**src/rtl/axi4_wr_burst_scheduler_pkg.sv**
```systemverilog
// Shared types and helpers for the AXI4 write burst scheduler.
package axi4_sched_pkg;

    localparam logic [1:0] AXI_BURST_INCR = 2'b01;
    localparam logic [1:0] AXI_RESP_OKAY  = 2'b00;

    typedef enum logic [2:0] {
        IDLE,
        CALC,
        AW,
        W,
        DRAIN
    } sched_state_e;

    // Beats in the next burst: limited by what is left, the burst cap and the distance to the 4KB page end.
    function automatic logic [8:0] burst_len(
        input logic [11:0] addr_lo,
        input int unsigned remaining,
        input int unsigned max_burst,
        input int unsigned addr_step
    );
        int unsigned lim;
        lim = (32'd4096 - 32'(addr_lo)) / addr_step;
        if (max_burst < lim) lim = max_burst;
        if (remaining < lim) lim = remaining;
        return 9'(lim);
    endfunction

endpackage

```
**src/rtl/axi4_wr_burst_scheduler_if.sv**
```systemverilog
// Command, data-stream and AXI4 write-channel bundle for the burst scheduler.
interface axi4_wr_burst_scheduler_if #(
    parameter int unsigned DSIZE  = 64,
    parameter int unsigned ASIZE  = 32,
    parameter int unsigned IDSIZE = 4,
    parameter int unsigned CLSIZE = 16
);
    logic                 cmd_valid;
    logic                 cmd_ready;
    logic [ASIZE-1:0]     cmd_addr;
    logic [CLSIZE-1:0]    cmd_len;

    logic                 s_tvalid;
    logic                 s_tready;
    logic [DSIZE-1:0]     s_tdata;

    logic                 axi_awvalid;
    logic                 axi_awready;
    logic [ASIZE-1:0]     axi_awaddr;
    logic [7:0]           axi_awlen;
    logic [2:0]           axi_awsize;
    logic [1:0]           axi_awburst;
    logic [IDSIZE-1:0]    axi_awid;

    logic                 axi_wvalid;
    logic                 axi_wready;
    logic [DSIZE-1:0]     axi_wdata;
    logic [DSIZE/8-1:0]   axi_wstrb;
    logic                 axi_wlast;

    logic                 axi_bvalid;
    logic                 axi_bready;
    logic [1:0]           axi_bresp;

    modport master (
        input  cmd_valid, cmd_addr, cmd_len,
        output cmd_ready,
        input  s_tvalid, s_tdata,
        output s_tready,
        output axi_awvalid, axi_awaddr, axi_awlen, axi_awsize, axi_awburst, axi_awid,
        input  axi_awready,
        output axi_wvalid, axi_wdata, axi_wstrb, axi_wlast,
        input  axi_wready,
        input  axi_bvalid, axi_bresp,
        output axi_bready
    );

    modport slave (
        output cmd_valid, cmd_addr, cmd_len,
        input  cmd_ready,
        output s_tvalid, s_tdata,
        input  s_tready,
        input  axi_awvalid, axi_awaddr, axi_awlen, axi_awsize, axi_awburst, axi_awid,
        output axi_awready,
        input  axi_wvalid, axi_wdata, axi_wstrb, axi_wlast,
        output axi_wready,
        output axi_bvalid, axi_bresp,
        input  axi_bready
    );

endinterface

```
**src/rtl/axi4_wr_burst_scheduler_outst.sv**
```systemverilog
// Saturating up/down count of AW handshakes still waiting for their B response.
module axi4_outstanding_cnt #(
    parameter int unsigned MAX_OUTST = 4
) (
    input  logic clk,
    input  logic rst_n,
    input  logic inc,
    input  logic dec,
    output logic full,
    output logic empty
);
    localparam int unsigned CW = $clog2(MAX_OUTST + 1);

    logic [CW-1:0] cnt_q, cnt_d;
    logic          up, down;

    assign full  = (cnt_q == CW'(MAX_OUTST));
    assign empty = (cnt_q == '0);
    assign up    = inc && !full;
    assign down  = dec && !empty;

    always_comb begin
        cnt_d = cnt_q;
        if (up && !down)      cnt_d = cnt_q + CW'(1);
        else if (down && !up) cnt_d = cnt_q - CW'(1);
    end

    always_ff @(posedge clk or negedge rst_n) begin
        if (!rst_n) cnt_q <= '0;
        else        cnt_q <= cnt_d;
    end

endmodule

```
**src/rtl/axi4_wr_burst_scheduler.sv**
```systemverilog
// Splits {addr,len} write commands into 4KB-safe AXI4 INCR bursts, gates the
// data stream onto W and tracks B responses under an outstanding limit.
module axi4_wr_burst_scheduler
    import axi4_sched_pkg::*;
#(
    parameter int unsigned DSIZE     = 64,
    parameter int unsigned ASIZE     = 32,
    parameter int unsigned IDSIZE    = 4,
    parameter int unsigned CLSIZE    = 16,
    parameter int unsigned MAX_BURST = 256,
    parameter int unsigned MAX_OUTST = 4
) (
    input  logic                      axi_aclk,
    input  logic                      axi_aresetn,
    axi4_wr_burst_scheduler_if.master bus,
    output logic                      done,
    output logic                      err
);
    localparam int unsigned ADDR_STEP = DSIZE / 8;
    localparam int unsigned STEP_LOG2 = $clog2(ADDR_STEP);

    sched_state_e      state_q, state_d;
    logic [ASIZE-1:0]  addr_q, addr_d;
    logic [CLSIZE-1:0] rem_q, rem_d;
    logic [8:0]        blen_q, blen_d;
    logic [8:0]        beat_q, beat_d;
    logic              err_q, err_d;
    logic              done_q, done_d;
    logic              bready_q;

    logic outst_full, outst_empty;
    logic in_w, awvalid, wlast;
    logic cmd_hs, aw_hs, w_hs, b_hs, b_counted;

    assign in_w      = (state_q == W);
    assign awvalid   = (state_q == AW) && !outst_full;
    assign wlast     = in_w && (beat_q == blen_q - 9'd1);
    assign cmd_hs    = bus.cmd_valid && bus.cmd_ready;
    assign aw_hs     = awvalid && bus.axi_awready;
    assign w_hs      = in_w && bus.s_tvalid && bus.axi_wready;
    assign b_hs      = bus.axi_bvalid && bready_q;
    // A B with nothing outstanding is dropped entirely, including its bresp.
    assign b_counted = b_hs && !outst_empty;

    assign bus.cmd_ready   = bready_q && (state_q == IDLE);
    assign bus.s_tready    = in_w && bus.axi_wready;
    assign bus.axi_awvalid = awvalid;
    assign bus.axi_awaddr  = addr_q;
    assign bus.axi_awlen   = 8'(blen_q - 9'd1);
    assign bus.axi_awsize  = 3'(STEP_LOG2);
    assign bus.axi_awburst = AXI_BURST_INCR;
    assign bus.axi_awid    = IDSIZE'(0);
    assign bus.axi_wvalid  = in_w && bus.s_tvalid;
    assign bus.axi_wdata   = bus.s_tdata;
    assign bus.axi_wstrb   = '1;
    assign bus.axi_wlast   = wlast;
    assign bus.axi_bready  = bready_q;
    assign done            = done_q;
    assign err             = err_q;

    axi4_outstanding_cnt #(
        .MAX_OUTST (MAX_OUTST)
    ) u_outst (
        .clk   (axi_aclk),
        .rst_n (axi_aresetn),
        .inc   (aw_hs),
        .dec   (b_counted),
        .full  (outst_full),
        .empty (outst_empty)
    );

    always_comb begin
        state_d = state_q;
        addr_d  = addr_q;
        rem_d   = rem_q;
        blen_d  = blen_q;
        beat_d  = beat_q;
        err_d   = err_q;
        done_d  = 1'b0;

        if (b_counted && (bus.axi_bresp != AXI_RESP_OKAY)) err_d = 1'b1;

        case (state_q)
            IDLE: begin
                if (cmd_hs) begin
                    addr_d  = bus.cmd_addr & ~ASIZE'(ADDR_STEP - 1);
                    rem_d   = bus.cmd_len;
                    err_d   = 1'b0;
                    state_d = (bus.cmd_len == '0) ? DRAIN : CALC;
                end
            end
            CALC: begin
                blen_d  = burst_len(addr_q[11:0], 32'(rem_q), MAX_BURST, ADDR_STEP);
                state_d = AW;
            end
            AW: begin
                if (aw_hs) begin
                    addr_d  = addr_q + (ASIZE'(blen_q) << STEP_LOG2);
                    rem_d   = rem_q - CLSIZE'(blen_q);
                    beat_d  = '0;
                    state_d = W;
                end
            end
            W: begin
                if (w_hs) begin
                    beat_d = beat_q + 9'd1;
                    if (wlast) state_d = (rem_q == '0) ? DRAIN : CALC;
                end
            end
            DRAIN: begin
                if (outst_empty) begin
                    done_d  = 1'b1;
                    state_d = IDLE;
                end
            end
            default: state_d = IDLE;
        endcase
    end

    always_ff @(posedge axi_aclk or negedge axi_aresetn) begin
        if (!axi_aresetn) begin
            state_q  <= IDLE;
            addr_q   <= '0;
            rem_q    <= '0;
            blen_q   <= '0;
            beat_q   <= '0;
            err_q    <= 1'b0;
            done_q   <= 1'b0;
            bready_q <= 1'b0;
        end else begin
            state_q  <= state_d;
            addr_q   <= addr_d;
            rem_q    <= rem_d;
            blen_q   <= blen_d;
            beat_q   <= beat_d;
            err_q    <= err_d;
            done_q   <= done_d;
            bready_q <= 1'b1;
        end
    end

endmodule

```
**src/flat_wrapper.sv**
```systemverilog
// flat-port wrapper written by rule: the top's interface ports become plain ports
module axi4_wr_burst_scheduler_flat import axi4_sched_pkg::*;
#(
    parameter int unsigned DSIZE     = 64,
    parameter int unsigned ASIZE     = 32,
    parameter int unsigned IDSIZE    = 4,
    parameter int unsigned CLSIZE    = 16,
    parameter int unsigned MAX_BURST = 256,
    parameter int unsigned MAX_OUTST = 4
)
  (axi_aclk, axi_aresetn, done, err, bus_cmd_valid, bus_cmd_addr, bus_cmd_len, bus_cmd_ready, bus_s_tvalid, bus_s_tdata, bus_s_tready, bus_axi_awvalid, bus_axi_awaddr, bus_axi_awlen, bus_axi_awsize, bus_axi_awburst, bus_axi_awid, bus_axi_awready, bus_axi_wvalid, bus_axi_wdata, bus_axi_wstrb, bus_axi_wlast, bus_axi_wready, bus_axi_bvalid, bus_axi_bresp, bus_axi_bready);
  axi4_wr_burst_scheduler_if #(.DSIZE(DSIZE), .ASIZE(ASIZE), .IDSIZE(IDSIZE), .CLSIZE(CLSIZE)) bus_i ();
  input  logic axi_aclk;
  input  logic axi_aresetn;
  output logic done;
  output logic err;
  input wire logic [$bits(bus_i.cmd_valid)-1:0] bus_cmd_valid;
  input wire logic [$bits(bus_i.cmd_addr)-1:0] bus_cmd_addr;
  input wire logic [$bits(bus_i.cmd_len)-1:0] bus_cmd_len;
  output wire logic [$bits(bus_i.cmd_ready)-1:0] bus_cmd_ready;
  input wire logic [$bits(bus_i.s_tvalid)-1:0] bus_s_tvalid;
  input wire logic [$bits(bus_i.s_tdata)-1:0] bus_s_tdata;
  output wire logic [$bits(bus_i.s_tready)-1:0] bus_s_tready;
  output wire logic [$bits(bus_i.axi_awvalid)-1:0] bus_axi_awvalid;
  output wire logic [$bits(bus_i.axi_awaddr)-1:0] bus_axi_awaddr;
  output wire logic [$bits(bus_i.axi_awlen)-1:0] bus_axi_awlen;
  output wire logic [$bits(bus_i.axi_awsize)-1:0] bus_axi_awsize;
  output wire logic [$bits(bus_i.axi_awburst)-1:0] bus_axi_awburst;
  output wire logic [$bits(bus_i.axi_awid)-1:0] bus_axi_awid;
  input wire logic [$bits(bus_i.axi_awready)-1:0] bus_axi_awready;
  output wire logic [$bits(bus_i.axi_wvalid)-1:0] bus_axi_wvalid;
  output wire logic [$bits(bus_i.axi_wdata)-1:0] bus_axi_wdata;
  output wire logic [$bits(bus_i.axi_wstrb)-1:0] bus_axi_wstrb;
  output wire logic [$bits(bus_i.axi_wlast)-1:0] bus_axi_wlast;
  input wire logic [$bits(bus_i.axi_wready)-1:0] bus_axi_wready;
  input wire logic [$bits(bus_i.axi_bvalid)-1:0] bus_axi_bvalid;
  input wire logic [$bits(bus_i.axi_bresp)-1:0] bus_axi_bresp;
  output wire logic [$bits(bus_i.axi_bready)-1:0] bus_axi_bready;
  assign bus_i.cmd_valid = bus_cmd_valid;
  assign bus_i.cmd_addr = bus_cmd_addr;
  assign bus_i.cmd_len = bus_cmd_len;
  assign bus_cmd_ready = bus_i.cmd_ready;
  assign bus_i.s_tvalid = bus_s_tvalid;
  assign bus_i.s_tdata = bus_s_tdata;
  assign bus_s_tready = bus_i.s_tready;
  assign bus_axi_awvalid = bus_i.axi_awvalid;
  assign bus_axi_awaddr = bus_i.axi_awaddr;
  assign bus_axi_awlen = bus_i.axi_awlen;
  assign bus_axi_awsize = bus_i.axi_awsize;
  assign bus_axi_awburst = bus_i.axi_awburst;
  assign bus_axi_awid = bus_i.axi_awid;
  assign bus_i.axi_awready = bus_axi_awready;
  assign bus_axi_wvalid = bus_i.axi_wvalid;
  assign bus_axi_wdata = bus_i.axi_wdata;
  assign bus_axi_wstrb = bus_i.axi_wstrb;
  assign bus_axi_wlast = bus_i.axi_wlast;
  assign bus_i.axi_wready = bus_axi_wready;
  assign bus_i.axi_bvalid = bus_axi_bvalid;
  assign bus_i.axi_bresp = bus_axi_bresp;
  assign bus_axi_bready = bus_i.axi_bready;
  axi4_wr_burst_scheduler #(.DSIZE(DSIZE), .ASIZE(ASIZE), .IDSIZE(IDSIZE), .CLSIZE(CLSIZE), .MAX_BURST(MAX_BURST), .MAX_OUTST(MAX_OUTST)) u_core (.axi_aclk(axi_aclk), .axi_aresetn(axi_aresetn), .bus(bus_i), .done(done), .err(err));
endmodule
```
**config.mk**
```make
export PLATFORM = sky130hd
export DESIGN_NAME = axi4_wr_burst_scheduler_flat
export DESIGN_NICKNAME = d
export VERILOG_FILES = /design/src/rtl/axi4_wr_burst_scheduler_pkg.sv /design/src/rtl/axi4_wr_burst_scheduler_if.sv /design/src/rtl/axi4_wr_burst_scheduler_outst.sv /design/src/rtl/axi4_wr_burst_scheduler.sv /design/src/flat_wrapper.sv
export SDC_FILE = /design/constraint.sdc
export NUM_CORES = 1
export LEC_CHECK = 0
export ABC_CLOCK_PERIOD_IN_PS = 6000
export CORE_ASPECT_RATIO = 1.5
export CORE_MARGIN = 2
export CORE_UTILIZATION = 45
export CTS_BUF_LIST = sky130_fd_sc_hd__clkbuf_4 sky130_fd_sc_hd__clkbuf_8 sky130_fd_sc_hd__clkbuf_16
export DETAILED_ROUTE_END_ITERATION = 6
export GPL_TIMING_DRIVEN = 0
export PLACE_DENSITY_LB_ADDON = 0.1
export SLEW_MARGIN = 20
export SYNTH_ARGS = -nofsm -noshare
export SYNTH_HDL_FRONTEND = slang
export SYNTH_SLANG_ARGS = --single-unit
```
**constraint.sdc**
```tcl
create_clock -name axi_aclk -period 6 [get_ports axi_aclk]
set_clock_uncertainty 0.05 [all_clocks]
set_input_delay 0.9 -clock axi_aclk [delete_from_list [all_inputs] [get_ports axi_aclk]]
set_output_delay 0.9 -clock axi_aclk [all_outputs]
set_load 0.01 [all_outputs]
```
==> impl_metrics.toml <==
[outcome]
status = "finished, final reports clean"

[logic_synthesis]
synth_cells = 757
ys_seq_area_share_pct = 29.3
yosysTopAreaCellShare_pct = 29.3
syn-cell-area_mm2 = 0.00615
async_flop_share_pct = 100
synth_cell_types = 72
ys.warnings.count = 0
synth_top_flop_cell = "dfrtp_1"
synth_edf_count = 0
yosys-top-cells-area = "dfrtp_1 29%, buf_4 10%, ha_1 6.3%"
yosys.area.top_type = "dfrtp_1"
postSynthAreaPerCell_um2 = 8.13
synth-seq-cells = 72

[critical_path]
critPathBufInv = 3
worst_path_max_delay_cell = "a31oi_1"
crit_fanout = 9
rrSetupSlack_ns = 1.25
slowest_delay_ns = 0.61
setup.worst_path.end_class = "flip-flop"
rr_endpoint = "u_core.blen_q[1]"
path_class = "flip-flop to flip-flop"
required_ns = 6.20
ff2ff_path_depth = 17
critPathLaunchType = "flip-flop"
regToRegStartpoint = "u_core.bus.axi_awaddr[4]"
worst_path_dominant_cell_family = "compound AO/OA/AOI/OAI gates"
cp_cell_sequence = "inv_1 -> ha_1 -> or4b_1 -> clkbuf_2 -> or3b_1 -> a211oi_2 -> o311ai_1 -> or2b_1 -> buf_2 -> nand2_1 -> ha_1 -> a21o_1 -> a21o_1 -> a221o_1 -> a31oi_1 -> nand3_1 -> a31oi_1"
worstPathArrival_ns = 4.95

[clock_tree]
ctsHoldBuffers = 0
post_cts_resized = 0
cts_tree = "yes"
cts_buffers = 9
cts_setup_buffers = 0
path_clk_slew_ns = 0.06
cts-htree-levels = 3
cts_sinks = 72
cts_buffer_depth = 2
clockRootBuffer = "clkbuf_16"
clk_latency_ns = 0.34

[grt]
track_usage_pct = 27.7
antenna_found_initial = 0
use_met3_pct = 4.42
busiest_layer = "met2"
grt_overflow = 0
grt_util_met1_pct = 30.9
use_met2_pct = 50.5
grt_max_degree = 38
grt_pass1_wl_mm = 32.1
grt_pass1_vias = 6420

[power_and_ir_drop]
pwr-share-comb_pct = 61.0
peakVddDrop_uv = 219
power_frac_clock_pct = 14.3
power.density_mw_per_mm2 = 502
swShare_pct = 46.9
power_mw = 4.22
p_int_mw = 2.24
leakage_nw = 3.63
switchingPower_mw = 1.98
pwr-share-seq_pct = 24.7

[run]
cap_violations = 0

[sta]
tightest_slew_ns = 1.09
slew_headroom_pct = 26.9
fmax_mhz = 211
fin_ws_ns = 1.25
slew_viol_final = 0
layout_min_cycle_time_ns = 4.75
rsz0062_at_grt = "no"
finalCritPeriodShare_pct = 79.1
setup_violations = 0
timing.setup.tns_ns = 0
final-hold-violation-count = 0

[routing]
vias = 6390
route.detailed.wl_per_inst_um = 18.6
wirelength_mm = 20.8
vias_per_cell = 5.72
drtPass1Iterations = 7
route.detailed.drc = 0
drt_iter0_drc = 359
antenna_left = 0

[floorplan]
die_y_um = 147
die_area_mm2 = 0.0146
core-area_mm2 = 0.0134
die_x_um = 99.5
num_io_pins = 250
start_util_pct = 45.9
core.rowCount = 52

[final_layout]
diodes = 0
nets = 1106
fillers = 1222
drive_gt1_share_pct = 12.2
areaGrowthSynthToFinish_pct = 36.5
stdcell_count = 1118

[min_path]
hold_path_startpoint = "u_core.err"
worstHoldPathCells = 2
min_to = "u_core.err"
min_path_type = "flip-flop to flip-flop"

[placement]
place_ws_ns = 1.27
gp_congestion = 0.909
post-dp-hpwl_mm = 16.3
place_inst = 1102
io_buffers = 162
## how the worst max path moves through the flow
stage                        startpoint                         to  slack (ns)  depth (start not counted)
2_1_floorplan  u_core.bus.axi_awaddr[4]           u_core.blen_q[7]        1.72                         17
3_3_place_gp                axi_aresetn  u_core.bus.axi_awaddr[25]        1.28                          1
3_5_place_dp   u_core.bus.axi_awaddr[4]           u_core.blen_q[5]        1.27                         17
4_1_cts        u_core.bus.axi_awaddr[4]           u_core.blen_q[1]        1.27                         17
5_1_grt        u_core.bus.axi_awaddr[4]           u_core.blen_q[2]        0.92                         17
6_report       u_core.bus.axi_awaddr[4]           u_core.blen_q[1]        1.25                         17
## per-layer routing
metal	vias to the layer above	wire length, µm
li1	3018	-
met1	2995	7700
met2	315	11000
met3	62	1380
met4	0	760
met5	-	0
## cells in the final DEF (no fill, tap or decap), types with 7 or more instances in the layout
cell / count
clkdlybuf4s50_1: 161
nor4_1: 11
inv_1: 32
nor2b_1: 7
nand2b_1: 11
a21o_1: 10
nand2_1: 47
ha_1: 31
xor2_1: 15
a31oi_1: 16
clkbuf_16: 9
o21ai_0: 39
buf_4: 85
conb_1: 22
a21oi_1: 60
xnor2_1: 17
nor3_1: 29
o22ai_1: 8
nand4_1: 12
clkbuf_1: 26
nor2_1: 59
dfrtp_1: 72
o21a_1: 9
nand3_1: 35
and3_1: 18
## cell type report
class | instances | area (µm²) | area share, %
Multi-Input combinational cell | 557 | 3550 | 42.2
Sequential cell | 72 | 1800 | 21.4
Timing Repair Buffer | 163 | 1640 | 19.5
Buffer | 116 | 759 | 9.04
Clock buffer | 10 | 239 | 2.84
Tap cell | 162 | 203 | 2.41
Inverter | 32 | 120 | 1.43
Clock inverter | 6 | 92.6 | 1.10
## power groups by stage
stage	Sequential [mW]	Clock [mW]	Combinational, mW
5_1_grt	1.07	0.631	2.85
2_1_floorplan	0.957	0	1.67
3_5_place_dp	1.03	0	2.55
6_report	1.04	0.604	2.57
4_1_cts	1.03	0.612	2.56
3_3_place_gp	1.03	0	2.49
## Yosys cell counts (all sizes together) (18+ instances only)
cell type  instances
dfrtp             72
nand3             35
clkbuf            27
buf               88
nor3              29
a21oi             60
inv               32
ha                31
and3              18
nand2             47
nor2              59
o21ai             40
## worst min-delay path, delay by kind of cell (launching register included)
family           cells  cell delay (ns)
flip-flops           1             0.34
AND/OR/NAND/NOR      2             0.13
## per-stage QoR
stage / hold WS, ns / area (µm²) / util, %
after floorplan: 0.433 / 6230 / -
after global routing: 0.500 / 8400 / 62.7
after CTS: 0.462 / 8400 / 62.7
after detailed placement: 0.449 / 8070 / 60.2
final: 0.459 / 8400 / 62.7
after global placement: 0.439 / 8050 / 60.1
## registers in the layout, indices dropped and copies added, names as in the netlist
register / flops
u_core.bus.axi_awaddr: 29
u_core.err: 1
u_core.u_outst.cnt_q: 3
u_core.rem_q: 16
u_core.beat_q: 9
u_core.state_q: 3
u_core.done: 1
u_core.blen_q: 9
u_core.bus.axi_bready: 1
## logic make-up (layout without fill, tap and decap cells)
| logic type | Yosys count | after routing | share of synthesized area, % |
|---|---|---|---|
| flip-flops | 72 | 72 | 29.3 |
| AND/OR/NAND/NOR | 262 | 262 | 21.7 |
| adder cells (fa/ha/maj) | 34 | 34 | 7.28 |
| buffers and inverters | 148 | 327 | 14.3 |
| other | 2 | 22 | 0.122 |
| XOR/XNOR | 36 | 36 | 6.02 |
| multiplexers | 4 | 4 | 0.691 |
| AO/OA/AOI/OAI | 199 | 199 | 20.6 |
Note: power is estimated with default switching activity, not from simulation.
